$ cat src/rtl/muldiv_seq_pkg.sv
// Shared definitions for the muldiv_seq sequencer: ALU opcodes, MD operation codes, FSM states.
package muldiv_seq_pkg;

    localparam logic [4:0] ALUOP_NOP  = 5'd0;
    localparam logic [4:0] ALUOP_ADDU = 5'd1;
    localparam logic [4:0] ALUOP_SUBU = 5'd2;

    // op[1] selects divide, op[0] selects unsigned
    localparam logic [1:0] MD_MULT  = 2'b00;
    localparam logic [1:0] MD_MULTU = 2'b01;
    localparam logic [1:0] MD_DIV   = 2'b10;
    localparam logic [1:0] MD_DIVU  = 2'b11;

    typedef enum logic [2:0] {
        StIdle,
        StPrep,
        StIter,
        StFixup,
        StDone
    } md_state_e;

    function automatic logic [31:0] abs32(input logic [31:0] v, input logic sgn);
        return (sgn && v[31]) ? (~v + 32'd1) : v;
    endfunction

endpackage

$ cat src/rtl/muldiv_seq.sv
// Multi-cycle MULT/MULTU/DIV/DIVU sequencer driving a shared external ALU; owns HI/LO.
// Optional MTHI/MTLO write ports are enabled by defining MULDIV_HILO_WR_EN.
module muldiv_seq
    import muldiv_seq_pkg::*;
#(
    parameter int unsigned WIDTH   = 32,
    parameter int unsigned ALUOP_W = 5
) (
    input  logic               clk,
    input  logic               rst,
    input  logic               start_i,
    input  logic [1:0]         op_i,
    input  logic [WIDTH-1:0]   a_i,
    input  logic [WIDTH-1:0]   b_i,
    output logic [WIDTH-1:0]   alu_a_o,
    output logic [WIDTH-1:0]   alu_b_o,
    output logic [ALUOP_W-1:0] alu_op_o,
    input  logic [WIDTH-1:0]   alu_c_i,
    output logic               busy_o,
    output logic               done_o,
`ifdef MULDIV_HILO_WR_EN
    input  logic               hi_we_i,
    input  logic               lo_we_i,
    input  logic [WIDTH-1:0]   wdata_i,
`endif
    output logic [WIDTH-1:0]   hi_o,
    output logic [WIDTH-1:0]   lo_o
);

    md_state_e         state_q;
    logic [1:0]        op_q;
    logic [WIDTH-1:0]  a_q, b_q;
    logic [WIDTH-1:0]  opnd_q;
    logic [WIDTH-1:0]  acc_hi_q, acc_lo_q;
    logic [4:0]        cnt_q;
    logic              neg_quo_q, neg_rem_q;
    logic [WIDTH-1:0]  hi_q, lo_q;
    logic              busy_q, done_q;

    logic              is_signed;
    logic [WIDTH-1:0]  a_abs, b_abs;
    logic              carry, take;
    logic [63:0]       prod, prod_neg;

    assign is_signed = ~op_q[0];
    assign a_abs     = abs32(a_q, is_signed);
    assign b_abs     = abs32(b_q, is_signed);
    assign prod      = {acc_hi_q, acc_lo_q};
    assign prod_neg  = ~prod + 64'd1;

    always_comb begin
        alu_a_o  = '0;
        alu_b_o  = '0;
        alu_op_o = ALUOP_W'(ALUOP_NOP);
        if (state_q == StIter) begin
            if (op_q[1]) begin
                alu_a_o  = {acc_hi_q[WIDTH-2:0], acc_lo_q[WIDTH-1]};
                alu_b_o  = opnd_q;
                alu_op_o = ALUOP_W'(ALUOP_SUBU);
            end else begin
                alu_a_o  = acc_hi_q;
                alu_b_o  = acc_lo_q[0] ? opnd_q : '0;
                alu_op_o = ALUOP_W'(ALUOP_ADDU);
            end
        end
    end

    // A 33-bit partial remainder whose top bit fell out of alu_a_o always exceeds the divisor
    assign carry = (alu_c_i < alu_a_o);
    assign take  = acc_hi_q[WIDTH-1] | (alu_a_o >= opnd_q);

    always_ff @(posedge clk) begin
        if (rst) begin
            state_q   <= StIdle;
            op_q      <= MD_MULT;
            a_q       <= '0;
            b_q       <= '0;
            opnd_q    <= '0;
            acc_hi_q  <= '0;
            acc_lo_q  <= '0;
            cnt_q     <= '0;
            neg_quo_q <= 1'b0;
            neg_rem_q <= 1'b0;
            hi_q      <= '0;
            lo_q      <= '0;
            busy_q    <= 1'b0;
            done_q    <= 1'b0;
        end else begin
`ifdef MULDIV_HILO_WR_EN
            if (state_q == StIdle || state_q == StDone) begin
                if (hi_we_i) hi_q <= wdata_i;
                if (lo_we_i) lo_q <= wdata_i;
            end
`endif
            case (state_q)
                StIdle, StDone: begin
                    done_q <= 1'b0;
                    if (start_i) begin
                        op_q    <= op_i;
                        a_q     <= a_i;
                        b_q     <= b_i;
                        busy_q  <= 1'b1;
                        state_q <= StPrep;
                    end else begin
                        state_q <= StIdle;
                    end
                end
                StPrep: begin
                    neg_quo_q <= is_signed & (a_q[WIDTH-1] ^ b_q[WIDTH-1]);
                    neg_rem_q <= is_signed & a_q[WIDTH-1];
                    acc_hi_q  <= '0;
                    cnt_q     <= '0;
                    if (op_q[1]) begin
                        acc_lo_q <= a_abs;
                        opnd_q   <= b_abs;
                        if (b_q == '0) begin
                            lo_q    <= '1;
                            hi_q    <= a_q;
                            busy_q  <= 1'b0;
                            done_q  <= 1'b1;
                            state_q <= StDone;
                        end else begin
                            state_q <= StIter;
                        end
                    end else begin
                        acc_lo_q <= b_abs;
                        opnd_q   <= a_abs;
                        state_q  <= StIter;
                    end
                end
                StIter: begin
                    if (op_q[1]) begin
                        acc_hi_q <= take ? alu_c_i : alu_a_o;
                        acc_lo_q <= {acc_lo_q[WIDTH-2:0], take};
                    end else begin
                        acc_hi_q <= {carry, alu_c_i[WIDTH-1:1]};
                        acc_lo_q <= {alu_c_i[0], acc_lo_q[WIDTH-1:1]};
                    end
                    cnt_q <= cnt_q + 5'd1;
                    if (cnt_q == 5'd31) state_q <= StFixup;
                end
                StFixup: begin
                    if (op_q[1]) begin
                        lo_q <= neg_quo_q ? (~acc_lo_q + 32'd1) : acc_lo_q;
                        hi_q <= neg_rem_q ? (~acc_hi_q + 32'd1) : acc_hi_q;
                    end else begin
                        {hi_q, lo_q} <= neg_quo_q ? prod_neg : prod;
                    end
                    busy_q  <= 1'b0;
                    done_q  <= 1'b1;
                    state_q <= StDone;
                end
                default: state_q <= StIdle;
            endcase
        end
    end

    assign busy_o = busy_q;
    assign done_o = done_q;
    assign hi_o   = hi_q;
    assign lo_o   = lo_q;

endmodule
$ cat config.mk
export PLATFORM = sky130hd
export DESIGN_NAME = muldiv_seq
export DESIGN_NICKNAME = d
export VERILOG_FILES = /design/src/rtl/muldiv_seq_pkg.sv /design/src/rtl/muldiv_seq.sv
export SDC_FILE = /design/constraint.sdc
export NUM_CORES = 1
export LEC_CHECK = 0
export ABC_AREA = 0
export CORE_ASPECT_RATIO = 0.5
export CORE_UTILIZATION = 29
export CTS_CLUSTER_SIZE = 10
export DETAILED_ROUTE_END_ITERATION = 7
export PLACE_DENSITY = 0.44
export SYNTH_ARGS = -nofsm -noshare
export SYNTH_HDL_FRONTEND = slang
export SYNTH_SLANG_ARGS = --single-unit
$ cat constraint.sdc
create_clock -name clk -period 4.75 [get_ports clk]
set_clock_uncertainty 0.1 [all_clocks]
set_input_delay 0.95 -clock clk [delete_from_list [all_inputs] [get_ports clk]]
set_output_delay 0.95 -clock clk [all_outputs]
set_load 0.1 [all_outputs]
# --- After elaboration in Yosys (flattened, before gate mapping) ---
# Index checks and enable logic that the tools add are counted.
# Widths: inputs -> output; s select.
op_classes:
  muxes: 40
  reduce_logical: 12
  n_bitwise: 10
  order_cmp: 2
  n_eq_ne: 9
  addsub: 6
op_table:
  columns: ["operator", "count"]
  rows:
  - ["$mux 32", 20]
  - ["$pmux 32 s2", 4]
  - ["$add 32x1->32 const B", 4]
  - ["$not 32->32", 4]
  - ["$add 64x1->64 const B", 1]
  - ["$mux 64", 1]
  - ["$not 64->64", 1]
  - ["$ge 32x32->1", 1]
  - ["$logic_not 32->1", 1]
  - ["$lt 32x32->1", 1]
  - ["$pmux 3 s4", 1]
  - ["$pmux 5 s2", 1]
  - ["$mux 3", 3]
  - ["$eq 3x2->1 const B", 2]
  - ["$mux 1", 6]
  - ["$ne 2x2->1 const B", 3]
  - ["$pmux 1 s3", 2]
  - ["$reduce_and 3->1", 2]
  - ["$add 5x1->5 const B", 1]
  - ["$eq 5x5->1 const B", 1]
  - ["$mux 2", 2]
  - ["$reduce_and 4->1", 1]
  - ["$reduce_bool 2->1", 2]
  - ["$eq 3x1->1 const B", 1]
  - ["other kinds (11)", 13]
word_totals:
  ff_bits: 238
  in_bits: 101

# --- Longest topological paths before layout ---
# Gate-level depths: netlist of the first run.
depth:
  ltp_word: 7
  ltp_mapped: 18
  ltp_nobuf: 12

# --- Worst setup path before layout of the first run ---
# Ideal clock, no wire load.
synth_path:
  path_kind: "reg2reg"
  start: "register state_q[1]"
  end: "register acc_hi_q[10]"
  stages_incl_launch_ff: 15
  arrival_ps: 5098
  setup_time_ps: 134
  required_ps: 4516
  path_slack_ps: -581
  path_cell_list: "dfxtp_1 -> clkbuf_1 -> or3b_2 -> clkbuf_1 -> clkbuf_1 -> nor2_1 -> ha_1 -> a21oi_1 -> o21ai_0 -> a221oi_1 -> o2111ai_1 -> a21oi_1 -> clkbuf_1 -> mux2i_1 -> o22ai_1"
synth_between:
  elab_chain_len: 7
synth_rtl:
  columns: ["item", "line", "text"]
  rows:
  - ["start: declaration", "muldiv_seq.sv:30", "md_state_e state_q;"]
  - ["start signal: assignment", "muldiv_seq.sv:74", "state_q <= StIdle;"]
  - ["start signal: assignment", "muldiv_seq.sv:103", "state_q <= StPrep;"]
  - ["start signal: assignment", "muldiv_seq.sv:105", "state_q <= StIdle;"]
  - ["$eq 3x2->1", "muldiv_seq.sv:55", "if (state_q == StIter) begin"]
  - ["$mux 32", "muldiv_seq.sv:55", null]
  - ["via alu_a_o[17]", "muldiv_seq.sv:15", "output logic [WIDTH-1:0] alu_a_o,"]
  - ["$ge 32x32->1", "muldiv_seq.sv:70", "assign take = acc_hi_q[WIDTH-1] | (alu_a_o >= opnd_q);"]
  - ["$or 1x1->1", "muldiv_seq.sv:70", null]
  - ["$mux 32", "muldiv_seq.sv:133", "acc_hi_q <= take ? alu_c_i : alu_a_o;"]
  - ["$mux 32", "muldiv_seq.sv:132", "if (op_q[1]) begin"]
  - ["$pmux 32 s2", "muldiv_seq.sv:95", "case (state_q)"]
  - ["end signal: assignment", "muldiv_seq.sv:133", null]
  - ["end signal: assignment", "muldiv_seq.sv:136", "acc_hi_q <= {carry, alu_c_i[WIDTH-1:1]};"]
  - ["end: declaration", "muldiv_seq.sv:34", "logic [WIDTH-1:0] acc_hi_q, acc_lo_q;"]
# The timed path passes the listed nets, and every way through them passes these cells.
# A chain may end at the register's enable or synchronous reset.

# --- Worst setup path after layout of the first run ---
layout_path:
  start: "register state_q[1]"
  end: "output port alu_b_o[2]"
layout_between:
  elab_chain_len: 2
layout_rtl:
  columns: ["item", "line", "text"]
  rows:
  - ["$eq 3x2->1", "muldiv_seq.sv:55", null]
  - ["$mux 32", "muldiv_seq.sv:55", null]
  - ["end: declaration", "muldiv_seq.sv:16", "output logic [WIDTH-1:0] alu_b_o,"]
# Every way passes these cells.

==> flow_summary.yaml, run 1 <==
status:
  status: "finished clean"
power:
  vdd_ir_drop_max_mv: 0.302
  power.density_mw_per_mm2: 307
  p_leak_nw: 6.94
sta:
  whs_ns: 0.365
  post-route-min-period_ns: 4.24
  max-slew-margin-rel_pct: 26.4
  max_freq_mhz: 236
  rsz0062_at_grt: "no"
  tns_ns: 0
  drv_slew: 0
  timing.final.crit_share_pct: 89.2
  worst_pin_slew_ns: 1.09
  setup_viol: 0
  finalHoldViolCount: 0
hold_path:
  hp-class: "reg -> reg"
synth:
  synth_top_flop_cell: "dfxtp_1"
  netlist_area_mm2: 0.0153
  syn_area_per_cell_um2: 7.81
  yosysSeqAreaShare_pct: 31.1
  synth_cells: 1964
  synth_top_area_share_pct: 31.1
  synth-seq-cells: 238
  async_flop_share_pct: 0
  synth.distinct_cells: 76
  synth_top_area_cell: "dfxtp_1"
  synth-edff-count: 0
  synthTopCellsByArea: "dfxtp_1, mux2i_1, nand2_1, a21oi_1, ha_1"
  yosysWarnings: 0
routing:
  routed_wl_um: 68800
  viasPerCell: 5.43
  drc: 0
  first_iter_violations: 1289
  wire_per_inst_um: 24.5
  num_vias: 15224
  antenna_left: 0
  first_pass_iters: 5
die:
  die_h_um: 165
  io-pin-count: 236
  start_util_pct: 29.4
  die_x_um: 327
  rows: 59
  die_area_mm2: 0.0539
  coreArea_mm2: 0.0521
clock_tree:
  clock_latency_ns: 0.59
  clock-sinks: 238
  cts_hold_buf: 0
  post_cts_resized: 0
  path_clk_slew_ns: 0.07
  ctsRootBufferMaster: "clkbuf_16"
  clockBufferDepth: 3
  cts_tree: "yes"
  htree_levels: 1
  postCtsSetupRepairBufs: 0
  cts_buffers: 28
critical_path:
  worstSetupPathType: "reg -> out"
  critPathBufInv: 3
  cpPeakStageDelay_ns: 0.86
  crit_slowest_cell: "or3b_2"
  crit_family: "simple AND/OR/NAND/NOR gates"
  crit_path_start_kind: "flop"
  cp_cell_sequence: "or3b_2, buf_4, a21oi_2, buf_4, and2_1, buf_12"
  timing.critical_path.mode_cell: "buf_4"
  crit_arrival_ns: 3.19
  critPathRequiredTime_ns: 3.70
  cp_max_fo: 32
  critical_path.endpoint_type: "output pin"
final_layout:
  area_growth_pct: 26.2
  multi_input_area_mm2: 0.00976
  final_cell_mix: "nand2_1, dfxtp_1, a21oi_1"
  fillers: 5512
  mostFrequentLayoutCell: "nand2_1"
  final_nets: 2266
  drive_gt1_share_pct: 10.3
  insertedDiodeCount: 0
  ff_latch_area_mm2: 0.00477
flow_run:
  max_cap_violations: 0
global_route:
  grt_overflow_total: 0
  grt_antenna_before_repair: 0
  grt_pass1_wl_um: 99200
  grt_pass1_vias: 14422
  grt_max_degree: 114
  grt_usage_pct: 24.8
place:
  dp_hpwl_um: 52700
  port_buffers: 232
  gp_congestion: 0.915
## per-stage QoR
stage / utilization, % / cells / setup WS, ns / instance area [µm²] / power, W
after floorplan: - / 1966 / 0.00394 / 15500 / 0.00339
after global placement: 35.6 / 2768 / 0.878 / 18600 / 0.00396
after detailed placement: 35.6 / 2768 / 0.789 / 18600 / 0.00396
after CTS: 37.1 / 2804 / 0.479 / 19300 / 0.00597
after global routing: 37.1 / 2804 / 0.387 / 19300 / 0.00620
final: 37.1 / 2804 / 0.511 / 19300 / 0.00594
## sequential cells by signal, summed over array words and instances, names as in the netlist, 3 cells and up
name,cells
acc_hi_q,32
acc_lo_q,32
cnt_q,5
opnd_q,32
hi_o,32
b_q,32
state_q,3
a_q,32
lo_o,32
## kinds of logic (layout without fill, tap and decap cells)
group	after synthesis	in the layout	synth area share [%]
other	1	3	0.0245
AND/OR/NAND/NOR	617	617	18.9
adder cells (fa/ha/maj)	68	68	5.55
AO/OA/AOI/OAI	560	560	23.8
XOR/XNOR	110	110	6.28
multiplexers	120	120	7.97
flip-flops	238	238	31.1
buffers and inverters	250	387	6.31
## path summary, 6_finish.rpt
kind                            startpoint           end  slack, ns  depth (start not counted)
worst min-delay path               a_q[25]       a_q[25]       0.37                          2
worst max-delay path            state_q[1]    alu_b_o[2]       0.51                          6
worst min register to register     a_q[25]       a_q[25]       0.37                          2
worst max register to register  state_q[1]  acc_hi_q[23]       0.78                         11
## routing by layer
layer / track usage (%) / share of wire (%) / vias to the layer above / routed length, µm
met1: 35.4 / 48 / 7384 / 32900
li1: - / - / 7342 / -
met3: 7.31 / 8.3 / 75 / 5720
met4: 4.69 / 1.9 / 0 / 1300
met2: 36.9 / 42 / 423 / 28900
met5: 0 / 0 / - / 0
## where the power goes
group          leakage, nW  internal [W]  switching [W]
logic                 4.61      0.000581        0.00105
clock network        0.385       0.00110       0.000898
registers             1.94       0.00210       0.000209
## tightest hold or removal path, cell delays in order (launching register included)
cell	delay (ns)
dfxtp_1	0.31
nand2_1	0.05
a21oi_1	0.05
## area by class of cell
class / count / area share (%)
sequential: 238 / 24.6
multi-input combinational: 1478 / 50.4
clock inverter: 2 / 0.181
tap: 701 / 4.53
timing repair buffer: 264 / 14.6
clock buffer: 34 / 3.89
inverter: 87 / 1.71
## cells in the mapped netlist, types with 53 or more instances
library cell / n
xnor2_1: 57
dfxtp_1: 238
mux2i_1: 103
ha_1: 68
a211oi_1: 62
o21ai_0: 70
nor2_1: 146
nand2_1: 244
clkbuf_1: 139
inv_1: 86
a21oi_1: 177
xor2_1: 53
No activity file was read; power rests on OpenSTA's default activity.
==> run 2, diff against run 1 <==
Settings changed: PLACE_DENSITY 0.44 to 0.54.
Clock period 4.75 ns to 5 ns, I/O delays scaled along.
==> flow_summary.yaml, run 2 (synthesis results as in run 1) <==
status:
  status: "finished clean"
clock_tree:
  clock_latency_ns: 0.60
  postCtsSetupRepairBufs: 0
  ctsRootBufferMaster: "clkbuf_16"
  cts_hold_buf: 0
  cts_tree: "yes"
  clock-sinks: 238
  cts_buffers: 28
  clockBufferDepth: 3
  path_clk_slew_ns: 0.06
  htree_levels: 1
  post_cts_resized: 0
sta:
  timing.final.crit_share_pct: 87.1
  post-route-min-period_ns: 4.36
  tns_ns: 0
  setup_viol: 0
  max_freq_mhz: 230
  max-slew-margin-rel_pct: 27.6
  worst_pin_slew_ns: 1.09
  rsz0062_at_grt: "no"
  drv_slew: 0
  finalHoldViolCount: 0
final_layout:
  mostFrequentLayoutCell: "nand2_1"
  layout.cells.non_filler: 2809
  finish.utilization_pct: 37.0
  final_cell_mix: "nand2_1, dfxtp_1, a21oi_1"
  final_cell_area_mm2: 0.0193
  drive_gt1_share_pct: 9.93
  area_growth_pct: 25.8
  final_nets: 2266
critical_path:
  cp_cell_sequence: "or3b_2, nor2_2, ha_1, a21oi_1, o21ai_0, a221oi_1, o2111ai_1, a21oi_4, buf_12, mux2i_1, o22ai_1"
  crit_path_start_kind: "flop"
  worstSetupPathType: "reg -> reg"
  crit_arrival_ns: 4.67
  critical_path.endpoint_type: "flop"
  cpPeakStageDelay_ns: 0.89
  critPathRequiredTime_ns: 5.32
  crit_family: "compound AO/OA/AOI/OAI gates"
  critPathBufInv: 1
  cp_max_fo: 32
  crit_slowest_cell: "or3b_2"
die:
  die_x_um: 327
  die_h_um: 165
  coreArea_mm2: 0.0521
  start_util_pct: 29.4
  die_area_mm2: 0.0539
  rows: 59
  io-pin-count: 236
power:
  p_leak_nw: 6.95
  power.density_mw_per_mm2: 295
  vdd_ir_drop_max_mv: 0.249
  power_w: 0.00569
place:
  port_buffers: 232
  gp_congestion: 0.949
  place_area_mm2: 0.0185
  dp_hpwl_um: 51000
  dp_cells: 2768
global_route:
  grtUsageMet1_pct: 32.6
  grt_overflow_total: 0
  grt_pass1_wl_um: 95900
  grt_pass1_vias: 14503
  grt_use_met3_pct: 5.64
  grt-busiest-layer: "met2"
  grt_antenna_before_repair: 1
  grt_max_degree: 73
  grt_use_met2_pct: 37.7
  grt_usage_pct: 23.7
flow_run:
  max_cap_violations: 0
routing:
  antenna_left: 0
  first_iter_violations: 1681
  num_vias: 15673
  drc: 0
  wire_per_inst_um: 23.5
  routed_wl_um: 66100
  viasPerCell: 5.58
  first_pass_iters: 6
hold_path:
  hp-class: "reg -> reg"
[run 2: per-layer routing]
layer	wire length (µm)	vias to the layer above	share of wire, %
li1	-	7347	-
met1	29700	7648	45
met2	29400	596	45
met3	5740	82	8.7
met4	1200	0	1.8
met5	0	-	0
[run 2: tightest hold or removal path, stage by stage, from the launching register on]
cell	delay, ns
dfxtp_1	0.31
nand2_1	0.05
a21oi_1	0.05
[run 2: metrics by stage]
stage | setup slack [ns] | hold slack, ns
3_5_place_dp | 0.758 | 0.348
4_1_cts | 0.724 | 0.355
2_1_floorplan | 0.0487 | 0.336
6_report | 0.645 | 0.349
3_3_place_gp | 0.926 | 0.344
5_1_grt | 0.529 | 0.373
[run 2: path summary, 6_finish.rpt]
path	startpoint	endpoint	slack (ns)	depth (start not counted)
hold reg to reg	hi_o[0]	hi_o[0]	0.35	2
hold / removal	hi_o[0]	hi_o[0]	0.35	2
setup reg to reg	state_q[1]	acc_hi_q[13]	0.64	11
setup / recovery	state_q[1]	acc_hi_q[13]	0.64	11
[run 2: layout make-up]
cell class / instances / area, µm²
fillers: 5462 / 32800
multi-input cells: 1478 / 9690
flip-flops and latches: 238 / 4770
repair buffers: 264 / 2820
well taps: 701 / 877
clock buffers: 37 / 774
inverters: 87 / 327
clock inverters: 1 / 30.0
diodes: 3 / 7.51
[run 2: power by group]
group	internal [W]	total, W	switching [W]
sequential	0.00200	0.00221	0.000212
clock	0.00107	0.00193	0.000865
combinational	0.000556	0.00155	0.000995
==> run 3, diff against run 2 <==
Settings changed: CORE_MARGIN set to 2, SETUP_SLACK_MARGIN set to 0.05.
Clock period 5 ns to 4.65 ns, I/O delays scaled along.
==> flow_summary.yaml, run 3 (synthesis results as in run 1) <==
final_layout:
  area_growth_pct: 26.3
  final_nets: 2271
  final_cell_mix: "nand2_1, dfxtp_1, a21oi_1"
  insertedDiodeCount: 0
  fillers: 5476
  drive_gt1_share_pct: 10.4
  final_cell_area_mm2: 0.0194
  finish.utilization_pct: 37.2
  mostFrequentLayoutCell: "nand2_1"
critical_path:
  crit_family: "simple AND/OR/NAND/NOR gates"
  timing.critical_path.mode_cell: "buf_4"
  cp_max_fo: 35
  worstSetupPathType: "reg -> out"
  critical_path.endpoint_type: "output pin"
  crit_slowest_cell: "or3b_4"
  critPathBufInv: 3
  cpPeakStageDelay_ns: 0.71
  critPathRequiredTime_ns: 3.62
  crit_path_start_kind: "flop"
  cp_cell_sequence: "or3b_4, buf_4, a21oi_2, buf_4, and2_1, buf_12"
  crit_arrival_ns: 2.99
power:
  vdd_ir_drop_max_mv: 0.258
  power.density_mw_per_mm2: 312
  power_w: 0.00604
  p_leak_nw: 6.95
global_route:
  grtUsageMet1_pct: 31.9
  grt_pass1_wl_um: 95300
  grt_usage_pct: 22.8
  grt-busiest-layer: "met2"
  grt_overflow_total: 0
  grt_max_degree: 88
  grt_antenna_before_repair: 1
  grt_use_met2_pct: 35.8
  grt_pass1_vias: 14375
  grt_use_met3_pct: 4.87
sta:
  finalHoldViolCount: 0
  drv_slew: 0
  max_freq_mhz: 249
  post-route-min-period_ns: 4.02
  whs_ns: 0.356
  timing.final.crit_share_pct: 86.4
  max-slew-margin-rel_pct: 13.3
  worst_pin_slew_ns: 1.30
  rsz0062_at_grt: "no"
  setup_viol: 0
die:
  start_util_pct: 29.4
  die_x_um: 329
  io-pin-count: 236
  die_area_mm2: 0.0549
  die_h_um: 167
  rows: 59
  coreArea_mm2: 0.0521
clock_tree:
  path_clk_slew_ns: 0.06
  postCtsSetupRepairBufs: 0
  cts_hold_buf: 0
  htree_levels: 1
  clock-sinks: 238
  clockBufferDepth: 3
  clock_latency_ns: 0.60
  ctsRootBufferMaster: "clkbuf_16"
  cts_tree: "yes"
  post_cts_resized: 0
  cts_buffers: 28
routing:
  antenna_left: 0
  viasPerCell: 5.50
  wire_per_inst_um: 23.1
  routed_wl_um: 64800
  num_vias: 15455
  first_iter_violations: 1445
  first_pass_iters: 5
  drc: 0
place:
  dp_hpwl_um: 50500
  gp_congestion: 0.924
  place_area_mm2: 0.0186
  port_buffers: 232
flow_run:
  max_cap_violations: 0
status:
  status: "finished clean"
hold_path:
  hp-class: "reg -> reg"
[run 3: changes by cell type in the layout (fill, tap and decap cells not counted), sizes merged]
cell / change
buf: +5
clkbuf: -3
diode: -3
clkinvlp: +2
inv: -1
[run 3: metrics by stage]
stage | setup slack [ns] | instances | TNS [ns]
global placement | 0.893 | 2773 | 0
CTS | 0.601 | 2809 | 0
floorplan | -0.0895 | 1966 | -1.73
finish | 0.632 | 2809 | 0
detailed placement | 0.805 | 2773 | 0
global route | 0.421 | 2809 | 0
[run 3: worst paths after layout]
check	cells after the start	slack (ns)	endpoint	from
setup / recovery	6	0.63	alu_b_o[5]	state_q[1]
setup reg to reg	11	0.70	acc_hi_q[6]	state_q[1]
hold reg to reg	2	0.36	a_q[25]	a_q[25]
hold / removal	2	0.36	a_q[25]	a_q[25]
[run 3: layer usage]
metal / wire [µm] / share of wire, %
met1: 29100 / 45
met2: 29100 / 45
met3: 5210 / 8.0
met4: 1460 / 2.3
met5: 0 / 0
[run 3: area by class of cell]
type	instances	area, µm²	share of cell area, %
timing repair buffer	269	2850	14.7
multi-input combinational	1478	9770	50.4
sequential	238	4770	24.6
tap	701	877	4.53
clock buffer	34	743	3.84
inverter	87	330	1.70
clock inverter	2	37.5	0.194
[run 3: power by group]
| group | internal, W | switching (W) |
|---|---|---|
| combinational | 0.000599 | 0.00107 |
| sequential | 0.00215 | 0.000204 |
| clock | 0.00111 | 0.000912 |
| total | 0.00385 | 0.00219 |
[run 3: worst register-to-register path: cells and delay by family, from the launching register on]
kind / cells / cell delay [ns]
multiplexers: 1 / 0.29
AND/OR/NAND/NOR: 2 / 1.02
adder cells (fa/ha/maj): 1 / 0.26
buffers and inverters: 1 / 0.35
flip-flops: 1 / 0.50
AO/OA/AOI/OAI: 6 / 1.22
